$ cat src/rtl/alu_operand_stage.sv
// ALU operand-select stage: writeback bypass, mode mux and a
// one-deep valid/ready register holding the selected operand pair.
module alu_operand_stage #(
    parameter int WIDTH   = 8,
    parameter int IMM_W   = 5,
    parameter int RADDR_W = 3
) (
    input  logic               clk,
    input  logic               reset_n,
    input  logic               in_valid,
    output logic               in_ready,
    input  logic [1:0]         mode,
    input  logic [RADDR_W-1:0] src1_addr,
    input  logic [RADDR_W-1:0] src2_addr,
    input  logic [WIDTH-1:0]   operand1,
    input  logic [WIDTH-1:0]   operand2,
    input  logic [IMM_W-1:0]   immediate,
    input  logic               wb_valid,
    input  logic [RADDR_W-1:0] wb_addr,
    input  logic [WIDTH-1:0]   wb_data,
    output logic               out_valid,
    input  logic               out_ready,
    output logic [WIDTH-1:0]   alu_op1,
    output logic [WIDTH-1:0]   alu_op2,
    output logic [1:0]         fwd_hit
);

    typedef enum logic [1:0] {
        MODE_REG  = 2'b00,
        MODE_ZX   = 2'b01,
        MODE_SX   = 2'b10,
        MODE_SWAP = 2'b11
    } mode_e;

    logic               held_valid;
    logic [RADDR_W-1:0] held_addr;
    logic [WIDTH-1:0]   held_data;

    logic [WIDTH-1:0] byp1;
    logic [WIDTH-1:0] byp2;
    logic             hit1;
    logic             hit2;
    logic [WIDTH-1:0] imm_zx;
    logic [WIDTH-1:0] imm_sx;
    logic [WIDTH-1:0] sel1;
    logic [WIDTH-1:0] sel2;
    logic [1:0]       sel_hit;
    logic             accept;

    // Casts collapse to a plain copy when IMM_W == WIDTH.
    assign imm_zx = WIDTH'(immediate);
    assign imm_sx = WIDTH'($signed(immediate));

    assign in_ready = !out_valid || out_ready;
    assign accept   = in_valid && in_ready;

    // Bypass each source; the live writeback wins over the held one.
    always_comb begin
        byp1 = operand1;
        hit1 = 1'b0;
        byp2 = operand2;
        hit2 = 1'b0;
        if (wb_valid && wb_addr == src1_addr) begin
            byp1 = wb_data;
            hit1 = 1'b1;
        end else if (held_valid && held_addr == src1_addr) begin
            byp1 = held_data;
            hit1 = 1'b1;
        end
        if (wb_valid && wb_addr == src2_addr) begin
            byp2 = wb_data;
            hit2 = 1'b1;
        end else if (held_valid && held_addr == src2_addr) begin
            byp2 = held_data;
            hit2 = 1'b1;
        end
    end

    // Pick the operand pair and matching bypass flags by mode.
    always_comb begin
        sel1    = byp1;
        sel2    = byp2;
        sel_hit = {hit2, hit1};
        unique case (mode)
            MODE_REG: begin
                sel1    = byp1;
                sel2    = byp2;
                sel_hit = {hit2, hit1};
            end
            MODE_ZX: begin
                sel2    = imm_zx;
                sel_hit = {1'b0, hit1};
            end
            MODE_SX: begin
                sel2    = imm_sx;
                sel_hit = {1'b0, hit1};
            end
            MODE_SWAP: begin
                sel1    = byp2;
                sel2    = byp1;
                sel_hit = {hit1, hit2};
            end
        endcase
    end

    // Keep last cycle's writeback to cover register-file write latency.
    always_ff @(posedge clk or negedge reset_n) begin
        if (!reset_n) begin
            held_valid <= 1'b0;
            held_addr  <= '0;
            held_data  <= '0;
        end else begin
            held_valid <= wb_valid;
            held_addr  <= wb_addr;
            held_data  <= wb_data;
        end
    end

    // Output register: load on accept, drop valid on drain, else hold.
    always_ff @(posedge clk or negedge reset_n) begin
        if (!reset_n) begin
            out_valid <= 1'b0;
            alu_op1   <= '0;
            alu_op2   <= '0;
            fwd_hit   <= '0;
        end else if (accept) begin
            out_valid <= 1'b1;
            alu_op1   <= sel1;
            alu_op2   <= sel2;
            fwd_hit   <= sel_hit;
        end else if (out_ready) begin
            out_valid <= 1'b0;
        end
    end

endmodule
$ cat config.mk
export PLATFORM = sky130hd
export DESIGN_NAME = alu_operand_stage
export DESIGN_NICKNAME = d
export VERILOG_FILES = /design/src/rtl/alu_operand_stage.sv
export SDC_FILE = /design/constraint.sdc
export NUM_CORES = 1
export LEC_CHECK = 0
export BUFFER_PORTS_ARGS = -buffer_cell sky130_fd_sc_hd__buf_4
export CORE_ASPECT_RATIO = 0.6
export CORE_UTILIZATION = 25
export DETAILED_ROUTE_END_ITERATION = 8
export PLACE_DENSITY = 0.54
export SETUP_SLACK_MARGIN = 0.15
export SYNTH_ARGS = -nofsm -noshare
export SYNTH_HDL_FRONTEND = slang
export SYNTH_SLANG_ARGS = --single-unit
$ cat constraint.sdc
create_clock -name clk -period 4.4 [get_ports clk]
set_input_delay 0.22 -clock clk [delete_from_list [all_inputs] [get_ports clk]]
set_output_delay 0.22 -clock clk [all_outputs]
set_load 0.01 [all_outputs]
# ---- After elaboration in Yosys (flattened, before gate mapping)
# Cells that the tools add are included.
dict set report word_totals {
  regBits 31
  inputBits 45
  out_inout_bits 20
  elab_cells 37
}
dict set report classes {
  n_eq_ne 7
  mux 13
  reduce_logical 10
}
# operator n
set op_table {}
lappend op_table {{8-bit two-way mux} 5}
lappend op_table {{8-bit one-hot mux with 4 select lines} 1}
lappend op_table {{3-bit == test} 4}
lappend op_table {{1-bit two-way mux} 6}
lappend op_table {{2-bit one-hot mux with 3 select lines} 1}
lappend op_table {{1-bit logical AND} 5}
lappend op_table {{2-bit == test, second input constant} 2}
lappend op_table {{2-bit by 1-bit == test with 1-bit output, second input constant} 1}
lappend op_table {{2-bit zero test} 1}
lappend op_table {{2-bit nonzero test} 1}
lappend op_table {{2-bit OR reduction} 1}
lappend op_table {{1-bit zero test} 1}
lappend op_table {{1-bit logical OR} 1}

# ---- Longest topological paths before layout
# Gate-level depths: netlist (run 1).
dict set report depth {
  word_depth 5
  ltp_mapped 7
  depth_no_buf 7
}

# ---- Worst setup path after synthesis (run 1)
# OpenSTA, ideal clock, no wires.
dict set report synth_timing {
  path_kind {register to register}
  start {register held_addr[2]}
  end {register alu_op1[1]}
  setup_time_ns 0.126
  arrival_ns 1.899
  t_required_ns 4.274
  path_slack_ns 2.375
  stages_incl_launch_ff 7
  path_buffers 1
  synth_period_minus_slack_ns 2.025
  cell_sequence {dfrtp_1 > xor2_1 > or4b_1 > buf_6 > a221oi_2 > nor2_1 > a221o_1}
}
dict set report synth_between {
  elab_chain_cells 5
  word_cells_on_any_way 9
  cone_classes {eq/ne (2); mux (5); reduce/logical (2)}
}
# item line_no
set synth_lines {}
lappend synth_lines {{from (decl)} 36} ;# logic [RADDR_W-1:0] held_addr;
lappend synth_lines {{from (signal assigned)} 114} ;# held_addr <= wb_addr;
lappend synth_lines {{3-bit == test (on tied branches)} {66, 73}}
lappend synth_lines {{1-bit logical AND (on tied branches)} {66, 73}}
lappend synth_lines {{8-bit two-way mux (on tied branches)} {66, 73}}
lappend synth_lines {{8-bit two-way mux (on tied branches)} {63, 70}}
lappend synth_lines {{8-bit two-way mux *} 84} ;# unique case (mode)
lappend synth_lines {{to (signal assigned)} 128} ;# alu_op1 <= sel1;
lappend synth_lines {{to (decl)} 23} ;# output logic [WIDTH-1:0] alu_op1,
# Mark *: on every way between the ends. The rest lies on a longest branch, timed or not.
# A chain may end at the register's enable or synchronous reset.

# ---- Worst setup path after layout (run 1)
# Same ends and word-level chain as after synthesis.

==> metrics.md, run 1 <==
| Metric | Value |
|---|---|
| # rows | `23` |
| TritonCTS Sinks | `31` |
| HP Class | `input port to register` |
| Fin Setup TNS | `0 ps` |
| Mapped Nets | `250` |
| RePlAce Congestion | `0.8988` |
| Type of the worst setup path | `register to register` |
| Total GRT Usage | `17.06%` |
| Share of cells above drive strength 1 | `28.63%` |
| Simple-Gate Fraction of Synth Area | `18.35%` |
| Syn. warnings | `0` |
| Element type at the critical path start | `register` |
| Leak | `1.125 nW` |
| Count of final max-slew check failures | `0` |
| Prevailing post-synth register cell | `dfrtp_1` |
| Clk_lat worst skew | `280 ps` |
| Reg2reg start | `held_addr[2]` |
| Hold_buf cts | `1` |
| Worst-path clk slew | `50 ps` |
| Setup repair bufs after CTS | `0` |
| Yosys reg bits | `31` |
| Area growth from synthesis to layout | `37.37%` |
| Measured slew at the worst slew-check pin | `917.9 ps` |
| Net Switching | `0.2694 mW` |
| Resize count post-CTS | `0` |
| Synth Instances | `201` |
| Vias in the first global route | `1795` |
| Comb pwr share | `25.4%` |
| DRT Wirelength | `6.207 mm` |
| Die X | `113.6 um` |
| Number of fillers in the final layout | `723` |
| Synth Area in Compound Gates | `26.39%` |
| Drt drc | `0` |
| Synth Area in XOR/XNOR | `6.095%` |
| Worst setup EP type | `register` |
| Starting Density | `26.93%` |
| Pin count of the biggest net entering global routing | `32` |
| Clock buffer depth | `2` |
| Worst hold start | `wb_data[5]` |
| Sequential Power Share | `37.6%` |
| Antenna fix cells | `0` |
| Synthesized area | `1868 um^2` |
| Status | `completed` |
| CTS H-tree lvls | `2` |
| Worst slew margin | `38.62%` |
| Final worst setup slack | `2061 ps` |
| Skew final | `2.437 ps` |
| F_max | `0.4276 GHz` |
| Req. time, crit path | `4560 ps` |
| TritonCTS clock tree | `yes` |
| WL per Instance | `17.15 um` |
| Synth Area in Adders | `2.679%` |
| Final net count | `310` |
| Grt total ovfl | `0` |
| Switching share of power | `29.62%` |
| Total of max-cap violations | `0` |
| Number of antenna violations at the first check in global routing | `0` |
| Worst IR Drop VDD | `0.0001216 V` |
| Post-synth EDFFs | `0` |
| Final Hold Viols | `0` |
| Ys async rst share | `100.0%` |
| CP max FO | `9` |
| DIE AREA | `7833 um^2` |
| Die Y | `68.96 um` |
| Clock network power share | `37.0%` |
| Drt via density | `5.041` |
| Via count | `1825` |
| TritonCTS buffer count | `5` |
| Largest family of logic cells by synthesized area | `compound AO/OA/AOI/OAI gates` |
| ANT nets after route | `0` |
| Mux share of post-synthesis cell area | `1.608%` |
| Placed wire-length estimate | `4.798 mm` |
| Total power per unit cell area | `354.4 nW/um^2` |
| Core area | `6935 um^2` |
| Post-synthesis sequential area ratio | `41.53%` |
| PortBufs | `64` |
| Global-route wire length before repair | `9.666 mm` |
| Count of cell types in the netlist | `36` |
| Syn Area/Cell | `9.294 um^2` |
| Final setup violation count | `0` |
| Period minus WS final | `2339 ps` |
| Post-place setup slack | `2076 ps` |
| Crit share post-route | `53.15%` |
| Clock Root Buffer | `clkbuf_16` |
| 1st-iter DRT viols | `123` |
| First-pass iteration count of the detailed router | `4` |
| Arrival @ worst endpoint | `2500 ps` |
| Unrepaired setup endpoints after global routing | `false` |
| Ports | `65` |
| Cell-internal power | `0.6400 mW` |
| Worst Setup SP | `held_addr[2]` |
-- flip-flops by register name, summed over array words and instances (netlist names) --
signal / count
held_valid: 1
alu_op2: 8
held_data: 8
held_addr: 3
fwd_hit: 2
out_valid: 1
alu_op1: 8
-- cell families after synthesis --
logic type | count (synthesis)
adders and majority gates | 4
xor gates and xnor gates | 13
and+or+nand+nor | 70
AOI/OAI and AO/OA | 66
buffers and inverters | 14
DFF | 31
muxes | 3
-- synth_stat cells, types with 2 or more instances --
cell type  number  area (um^2)
a211o_1         3        26.28
and4_1          2        17.52
ha_1            4        50.05
dfrtp_1        31        775.7
nor2_1         25        93.84
a211oi_1        2        15.01
a21oi_1         8        40.04
o21ai_1         2        10.01
xor2_1          6        52.55
mux2i_1         3        30.03
a221oi_2        5        75.07
nand2b_1        3        18.77
nand2_1        15        56.30
a21o_1          3        22.52
o22a_1          2        17.52
or4b_1          2        20.02
buf_2           2        10.01
o32a_1          3        30.03
nor4_1          5        31.28
xnor2_1         7        61.31
or3_1           3        18.77
o211ai_1       12        90.09
nand4_1         2        12.51
nor3_1          7        35.03
and3_1          3        18.77
buf_1           2        7.510
a31oi_1         7        43.79
clkbuf_1        7        26.28
o21ai_0        13        65.06
a221o_1         5        50.05
inv_1           2        7.510
-- worst paths after layout --
path                                 to  slack [ps]  depth (start not counted)
min                        held_data[5]          70                          1
max in group asynchronous    alu_op1[7]        3670                          2
max                          alu_op1[1]        2060                          5
min in group asynchronous    alu_op1[3]         430                          2
max reg2reg                  alu_op1[1]        2060                          5
min reg2reg                  fwd_hit[1]         500                          2
-- layout make-up --
type,count,area (um^2),area share [%]
Clock inverter,1,5.005,0.1950
Sequential cell,31,775.7,30.23
Tap cell,100,125.1,4.876
Clock buffer,7,132.6,5.168
Multi-Input combinational cell,156,1030,40.13
Inverter,2,7.507,0.2925
Timing Repair Buffer,65,490.5,19.11
-- power by group through the flow --
stage / logic, mW / registers, mW / clock network (mW)
after detailed placement: 0.231 / 0.346 / 0
after CTS: 0.233 / 0.342 / 0.341
after floorplan: 0.102 / 0.354 / 0
after global routing: 0.254 / 0.346 / 0.355
final: 0.231 / 0.342 / 0.337
after global placement: 0.230 / 0.346 / 0
-- per-stage QoR --
step | area, um^2 | instances | total power, mW | hold WS (ps) | util, %
after floorplan | 1868 | 201 | 0.4564 | -75.59 | -
after global placement | 2419 | 353 | 0.5758 | 191.9 | 34.87
after detailed placement | 2419 | 353 | 0.5774 | 190.2 | 34.87
after CTS | 2566 | 362 | 0.9160 | 69.77 | 37.00
after global routing | 2566 | 362 | 0.9547 | 65.47 | 37.00
final | 2566 | 362 | 0.9094 | 74.42 | 37.00
-- critical path: stages, from the launching register on --
cell and delay (ps):
dfrtp_1 410, xor2_1 250, or4b_1 750, a221oi_2 400
nor2_1 90, a221o_1 320
-- cells in the final DEF (no fill, tap or decap), types with 2 or more instances in the layout --
cell | synthesis | layout
a211oi_1 | 2 | 2
o32a_1 | 3 | 3
a31oi_1 | 7 | 7
o211ai_1 | 12 | 12
a21oi_1 | 8 | 8
inv_1 | 2 | 2
nand4_1 | 2 | 2
and3_1 | 3 | 3
o22a_1 | 2 | 2
and4_1 | 2 | 2
o21ai_1 | 2 | 2
a211o_1 | 3 | 3
or3_1 | 3 | 3
nor3_1 | 7 | 7
mux2i_1 | 3 | 3
nor4_1 | 5 | 5
or4b_1 | 2 | 2
o21ai_0 | 13 | 13
xnor2_1 | 7 | 7
buf_4 | 0 | 64
nand2_1 | 15 | 15
clkbuf_16 | 0 | 5
dfrtp_1 | 31 | 31
a221oi_2 | 5 | 5
a221o_1 | 5 | 5
a21o_1 | 3 | 3
nor2_1 | 25 | 25
clkbuf_1 | 7 | 2
ha_1 | 4 | 4
xor2_1 | 6 | 6
nand2b_1 | 3 | 3
-- layer usage --
layer  global-route usage, %  vias up  part of all wire [%]
li1                        -      876                     -
met1                   24.36      868                    53
met2                   25.30       77                    40
met3                   5.594        4                   6.3
met4                   2.467        0                  0.23
met5                       0        -                     0
No activity file was read; power rests on OpenSTA's default activity.
==> run 2: changes to the inputs <==
- ABC_AREA: default -> 1
- PLACE_DENSITY: 0.54 -> 0.53
- clock period: 4.4 -> 2.2 ns (I/O delays scaled with it)
==> run 2 against run 1 <==
Against the previous run: largest power group unchanged; routed wire length up 4.3%; register-to-register slack worse by 1500 ps; first-iteration DRC count up 37%; core utilization up 0.17 points; worst setup slack worse by 1600 ps; combinational power up 130%; count of clock-buffer cells in the layout down 1; die area up 10%; clock skew up 1.9 ps; total power up 110%; sequential power up 100%.
==> metrics.md, run 2 <==
| Metric | Value |
|---|---|
| Arrival @ worst endpoint | `1870 ps (-630 ps)` |
| Element type at the critical path start | `input port` |
| F_max | `0.5900 GHz` |
| CTS H-tree lvls | `2 (unchanged)` |
| Total power per unit cell area | `648.9 nW/um^2 (+83%)` |
| Synth Instances | `295 (+47%)` |
| Clk_lat worst skew | `270 ps (about the same)` |
| Synthesized area | `2061 um^2 (+10%)` |
| Area after DPL | `2668 um^2 (+10%)` |
| Die Y | `72.33 um (+4.9%)` |
| Hold path depth | `4 (+3)` |
| ANT nets after route | `0 (unchanged)` |
| Share of cells above drive strength 1 | `27.59% (-1.0 points)` |
| Hold endpoint | `out_valid` |
| Type of the worst setup path | `input port to register` |
| HP Class | `input port to register` |
| Reg2reg start | `out_valid` |
| Syn Area/Cell | `6.986 um^2 (-25%)` |
| Antenna fix cells | `0 (unchanged)` |
| Final worst setup slack | `505.0 ps (-1556 ps)` |
| Ys async rst share | `100.0% (unchanged)` |
| RePlAce Congestion | `0.7835 (-13%)` |
| Mapped Nets | `344 (+38%)` |
| Grt total ovfl | `0 (unchanged)` |
| 1st-iter DRT viols | `168 (+37%)` |
| Crit share post-route | `77.04%` |
| Yosys reg bits | `31 (unchanged)` |
| WL per Instance | `13.34 um (-22%)` |
| Period minus WS final | `1695 ps` |
| TritonCTS buffer count | `5 (unchanged)` |
| Final Power | `1.909 mW (+110%)` |
| Placed wire-length estimate | `5.081 mm (+5.9%)` |
| Synth top area share | `37.64% (-3.9 points)` |
| TritonCTS Sinks | `31 (unchanged)` |
| Prevailing post-synth register cell | `dfrtp_1` |
| # rows | `25 (+8.7%)` |
| Post-place setup slack | `572.1 ps (-1504 ps)` |
| Commonest cells after routing, fill and taps aside | `108 x nand2_1, 66 x buf_4, 61 x nand3_1, 31 x inv_1, 31 x dfrtp_1` |
| Status | `completed` |
| First-pass iteration count of the detailed router | `4 (unchanged)` |
| Syn. warnings | `0 (unchanged)` |
| Synth top area cells | `dfrtp_1 38%, nand2_1 20%, nand3_1 15%` |
| Worst setup EP type | `register` |
| Placed cells | `465 (+32%)` |
| Leak | `1.619 nW (+44%)` |
| Final net count | `426 (+37%)` |
| Measured slew at the worst slew-check pin | `531.4 ps (-386.5 ps)` |
| Worst-path clk slew | `50 ps (about the same)` |
| Worst slew margin | `64.53% (+26 points)` |
| Vias in the first global route | `2201 (+23%)` |
| Global-route wire length before repair | `11.03 mm (+14%)` |
| Count leader, synth | `nand2_1` |
| Worst hold start | `out_ready` |
| Most frequent cells after synthesis | `108 x nand2_1, 61 x nand3_1, 31 x dfrtp_1, 31 x inv_1` |
| TritonCTS clock tree | `yes` |
| Starting Density | `26.04% (-0.90 points)` |
| Ports | `65 (unchanged)` |
| Post-synth EDFFs | `0 (unchanged)` |
| Die X | `119.2 um (+4.9%)` |
| Total GRT Usage | `16.70% (-0.36 points)` |
| Drt drc | `0 (unchanged)` |
| Pin count of the biggest net entering global routing | `32 (unchanged)` |
| Commonest non-fill, non-tap cell in the layout | `nand2_1` |
| DRT Wirelength | `6.472 mm (+4.3%)` |
| Clock buffer depth | `2 (unchanged)` |
| R2R setup slack | `570 ps (-1490 ps)` |
| Core area | `7914 um^2 (+14%)` |
| Drt via density | `4.592 (-8.9%)` |
| Fin Setup TNS | `0 ps (unchanged)` |
| Area leader, netlist | `dfrtp_1` |
| PortBufs | `64 (unchanged)` |
| Setup repair bufs after CTS | `0 (unchanged)` |
| Non-filler cells, final | `485 (+34%)` |
| Unrepaired setup endpoints after global routing | `false` |
| Final Cell Area | `2942 um^2 (+15%)` |
| Worst R2R Path Depth | `6 (+1)` |
| Final setup violation count | `0 (unchanged)` |
| DIE AREA | `8622 um^2 (+10%)` |
| Total of max-cap violations | `0 (unchanged)` |
| Final Hold Viols | `0 (unchanged)` |
| Count of final max-slew check failures | `0 (unchanged)` |
| Via count | `2227 (+22%)` |
| Count of cell types in the netlist | `23 (-36%)` |
| Biggest regs | `alu_op1 x8, alu_op2 x8, held_data x8` |
| Area growth from synthesis to layout | `42.74%` |
| CP max FO | `10 (+1)` |
| Req. time, crit path | `2370 ps (-2190 ps)` |
| Number of antenna violations at the first check in global routing | `0 (unchanged)` |
| Skew final | `4.383 ps (+1.946 ps)` |
| Clock Root Buffer | `clkbuf_16` |
| Post-synthesis sequential area ratio | `37.64% (-3.9 points)` |
| FF-to-FF End | `alu_op2[1]` |
| Worst IR Drop VDD | `0.0002642 V (+120%)` |
## run 2: power by group
| group | switching (mW) | internal, mW | total (mW) |
|---|---|---|---|
| clock | 0.242 | 0.441 | 0.683 |
| sequential | 0.0438 | 0.643 | 0.687 |
| combinational | 0.291 | 0.248 | 0.539 |
| total | 0.577 | 1.33 | 1.91 |
## run 2: worst max-delay path, cell delays in order
cell and delay (ps):
dlygate4sd3_1 530, buf_4 150, xor2_1 170, nor2_1 190, nand2_4 140, inv_2 170
nand2_1 90, nand3_1 80, nand3_1 100, nand2_1 90, inv_1 40
## run 2: stage by stage
step	hold WS, ps	util, %
2_1_floorplan	-185.6	-
3_3_place_gp	79.38	33.71
3_5_place_dp	89.72	33.71
4_1_cts	139.9	37.17
5_1_grt	180.0	37.17
6_report	138.8	37.17
## run 2: cell families after synthesis
logic type	share of synthesized area (%)
fa+ha+maj	2.429
simple gates	47.97
flops	37.64
compound gates	3.764
buf+inv	7.346
xor+xnor	0.8502
## run 2: timing repair
action	CTS	global route
hold buffers	13	0
resized for setup	0	0
hold endpoints to repair	43	0
## run 2: worst max-delay path by stage
stage	cells after the start	to	from	slack, ps
after detailed placement	6	alu_op2[0]	out_valid	570
final	11	alu_op2[6]	wb_addr[2]	510
after CTS	11	alu_op2[6]	wb_addr[2]	520
after floorplan	10	alu_op2[7]	held_addr[0]	950
after global routing	12	alu_op2[1]	wb_addr[0]	370
after global placement	6	alu_op2[7]	out_valid	640
## run 2: area by class of cell
class                   count  area (um^2)
clock buffers               6        138.9
clock inverters             1        5.005
fillers                   840         4972
inverters                  34        127.6
multi-input cells         226         1134
flip-flops and latches     31        775.7
well taps                 108        135.1
repair buffers             79        625.6
## run 2: layer usage
layer	vias up	GRT usage [%]	part of all wire, %
met1	1038	23.84	50
li1	1104	-	-
met3	3	5.189	8.9
met2	82	24.81	40
met4	0	3.094	0.42
met5	-	0	0
==> run 3: changes to the inputs <==
- PLACE_DENSITY: 0.53 -> 0.55
- clock period: 2.2 -> 1.35 ns (I/O delays scaled with it)
==> run 3 against run 2 <==
Against the previous run: the flow now finishes with violations (setup timing); sequential share of layout area shrank 4.2 points; via count up 4.0%; combinational power rose by 100%; clock skew fell by 0.53 ps; count of clock-buffer cells in the layout unchanged; non-clock buffer count grew 21; critical path depth down 1; cell count is 4.5% higher; worst hold slack improved by 8.1 ps; largest power group is now the clock network; highest routed layer unchanged.
==> metrics.md, run 3 (synthesis results as in run 2) <==
| Metric | Value |
|---|---|
| Final Power | `3.332 mW (+75%)` |
| 1st-iter DRT viols | `126 (-25%)` |
| Clock buffer depth | `2 (unchanged)` |
| First-pass iteration count of the detailed router | `4 (unchanged)` |
| Commonest cells after routing, fill and taps aside | `89 x nand2_1, 82 x buf_4, 42 x nand3_2, 31 x dfrtp_1, 28 x inv_1` |
| Final setup violation count | `16 (+16)` |
| ANT nets after route | `0 (unchanged)` |
| Crit share post-route | `108.0%` |
| CTS H-tree lvls | `2 (unchanged)` |
| DIE AREA | `8622 um^2 (unchanged)` |
| Grt total ovfl | `0 (unchanged)` |
| Total GRT Usage | `17.68% (+0.97 points)` |
| Cell-internal power | `2.281 mW (+71%)` |
| Skew final | `3.851 ps (-0.5323 ps)` |
| Final worst setup slack | `-107.7 ps (-612.7 ps)` |
| RePlAce Congestion | `0.8375 (+6.9%)` |
| Count of final max-slew check failures | `0 (unchanged)` |
| PortBufs | `64 (unchanged)` |
| Total power per unit cell area | `952.5 nW/um^2 (+47%)` |
| Die X | `119.2 um (unchanged)` |
| Commonest non-fill, non-tap cell in the layout | `nand2_1` |
| Arrival @ worst endpoint | `1670 ps (-200 ps)` |
| Worst-path clk slew | `50 ps (about the same)` |
| CP max FO | `8 (-2)` |
| Worst IR Drop VDD | `0.0004698 V (+78%)` |
| # rows | `25 (unchanged)` |
| Drt via density | `4.570 (-0.47%)` |
| Req. time, crit path | `1560 ps (-810 ps)` |
| Drt drc | `0 (unchanged)` |
| Fin Setup TNS | `-1226 ps (-1226 ps)` |
| Worst slew margin | `71.17% (+6.6 points)` |
| Comb pwr share | `32.5% (+4.2 points)` |
| Placed wire-length estimate | `5.292 mm (+4.2%)` |
| Clk_lat worst skew | `280 ps (about the same)` |
| Post-place setup slack | `-73.27 ps (-645.3 ps)` |
| Share of cells above drive strength 1 | `48.37% (+21 points)` |
| Total of max-cap violations | `0 (unchanged)` |
| Hold path depth | `5 (+1)` |
| Failing checks | `setup timing` |
| Final net count | `448 (+5.2%)` |
| Final Hold Viols | `0 (unchanged)` |
| Period minus WS final | `1458 ps` |
| Clock network power share | `33.8% (-2.0 points)` |
| Global-route wire length before repair | `11.55 mm (+4.8%)` |
| Net Switching | `1.051 mW (+82%)` |
| Sequential Power Share | `33.7% (-2.3 points)` |
| TritonCTS clock tree | `yes` |
| Unrepaired setup endpoints after global routing | `true` |
| Starting Density | `26.04% (unchanged)` |
| Switching share of power | `31.54% (+1.3 points)` |
| Via count | `2317 (+4.0%)` |
| Core area | `7914 um^2 (unchanged)` |
| TritonCTS buffer count | `5 (unchanged)` |
| Worst setup EP type | `register` |
| Element type at the critical path start | `register` |
| Status | `complete, but fails checks` |
| Type of the worst setup path | `register to register` |
| Vias in the first global route | `2362 (+7.3%)` |
| Measured slew at the worst slew-check pin | `432.5 ps (-98.94 ps)` |
| WL per Instance | `14.16 um (+6.1%)` |
| F_max | `0.6860 GHz` |
| Worst R2R Path Depth | `10 (+4)` |
| Leak | `1.812 nW (+12%)` |
| HP Class | `input port to register` |
| Biggest regs | `alu_op1 x8, alu_op2 x8, held_data x8` |
| TritonCTS Sinks | `31 (unchanged)` |
| Area growth from synthesis to layout | `69.76%` |
| Number of antenna violations at the first check in global routing | `0 (unchanged)` |
| Die Y | `72.33 um (unchanged)` |
| DRT Wirelength | `7.179 mm (+11%)` |
| Pin count of the biggest net entering global routing | `32 (unchanged)` |
| Ports | `65 (unchanged)` |
| Clock Root Buffer | `clkbuf_16` |
| Antenna fix cells | `0 (unchanged)` |
[run 3: worst max-delay path: stages, from the launching register on]
cell and delay, ps:
dfrtp_1 400, nand2_1 90, nand2_2 60, nor2_4 230, buf_12 180, nand3_2 80
nand3_2 80, nand2_1 50, nand2_1 70, nand3_2 90, nand2_1 60
[run 3: path summary, 6_finish.rpt]
| path | slack [ps] | startpoint | end |
|---|---|---|---|
| worst max-delay path | -110 | held_addr[1] | alu_op1[7] |
| worst min-delay path | 150 | immediate[3] | alu_op2[3] |
| worst max register to register | -110 | held_addr[1] | alu_op1[7] |
| worst min register to register | 480 | alu_op1[6] | alu_op1[6] |
| max in group asynchronous | 750 | reset_n | alu_op2[3] |
| min in group asynchronous | 290 | reset_n | held_data[5] |
[run 3: final cells by class]
type / count / area (um^2)
Fill cell: 785 / 4415
Multi-Input combinational cell: 227 / 1505
Timing Repair Buffer: 100 / 810.8
Sequential cell: 31 / 775.7
Clock buffer: 6 / 138.9
Tap cell: 108 / 135.1
Inverter: 34 / 127.6
Clock inverter: 1 / 5.005
[run 3: per-layer routing]
| layer | vias to the layer above | wire, um | global-route usage (%) |
|---|---|---|---|
| li1 | 1151 | - | - |
| met1 | 1078 | 3593 | 25.33 |
| met2 | 82 | 3054 | 26.49 |
| met3 | 6 | 465 | 3.616 |
| met4 | 0 | 65 | 5.767 |
| met5 | - | 0 | 0 |
[run 3: per-stage QoR]
stage,hold WS [ps],util [%],instance area [um^2],std cells
after floorplan,-228.1,-,2071,295
after global placement,35.47,35.70,2825,483
after detailed placement,47.54,35.70,2825,483
after CTS,147.5,40.25,3186,506
final,146.9,44.21,3498,507
after global routing,182.3,44.21,3498,507
[run 3: power groups by stage]
stage	clock network, mW	logic [mW]	registers [mW]
after floorplan	0	0.411	1.17
after global placement	0	0.908	1.14
after detailed placement	0	0.914	1.13
after CTS	1.14	0.973	1.12
after global routing	1.18	1.20	1.14
final	1.13	1.08	1.12
[run 3: timing repair]
item,in CTS,in global routing
endpoints found under the setup margin,18,18
hold buffers,13,0
setup buffers,3,0
resized for setup,13,66
pin swaps,4,22
cloned,0,1
endpoints found under the hold margin,43,0
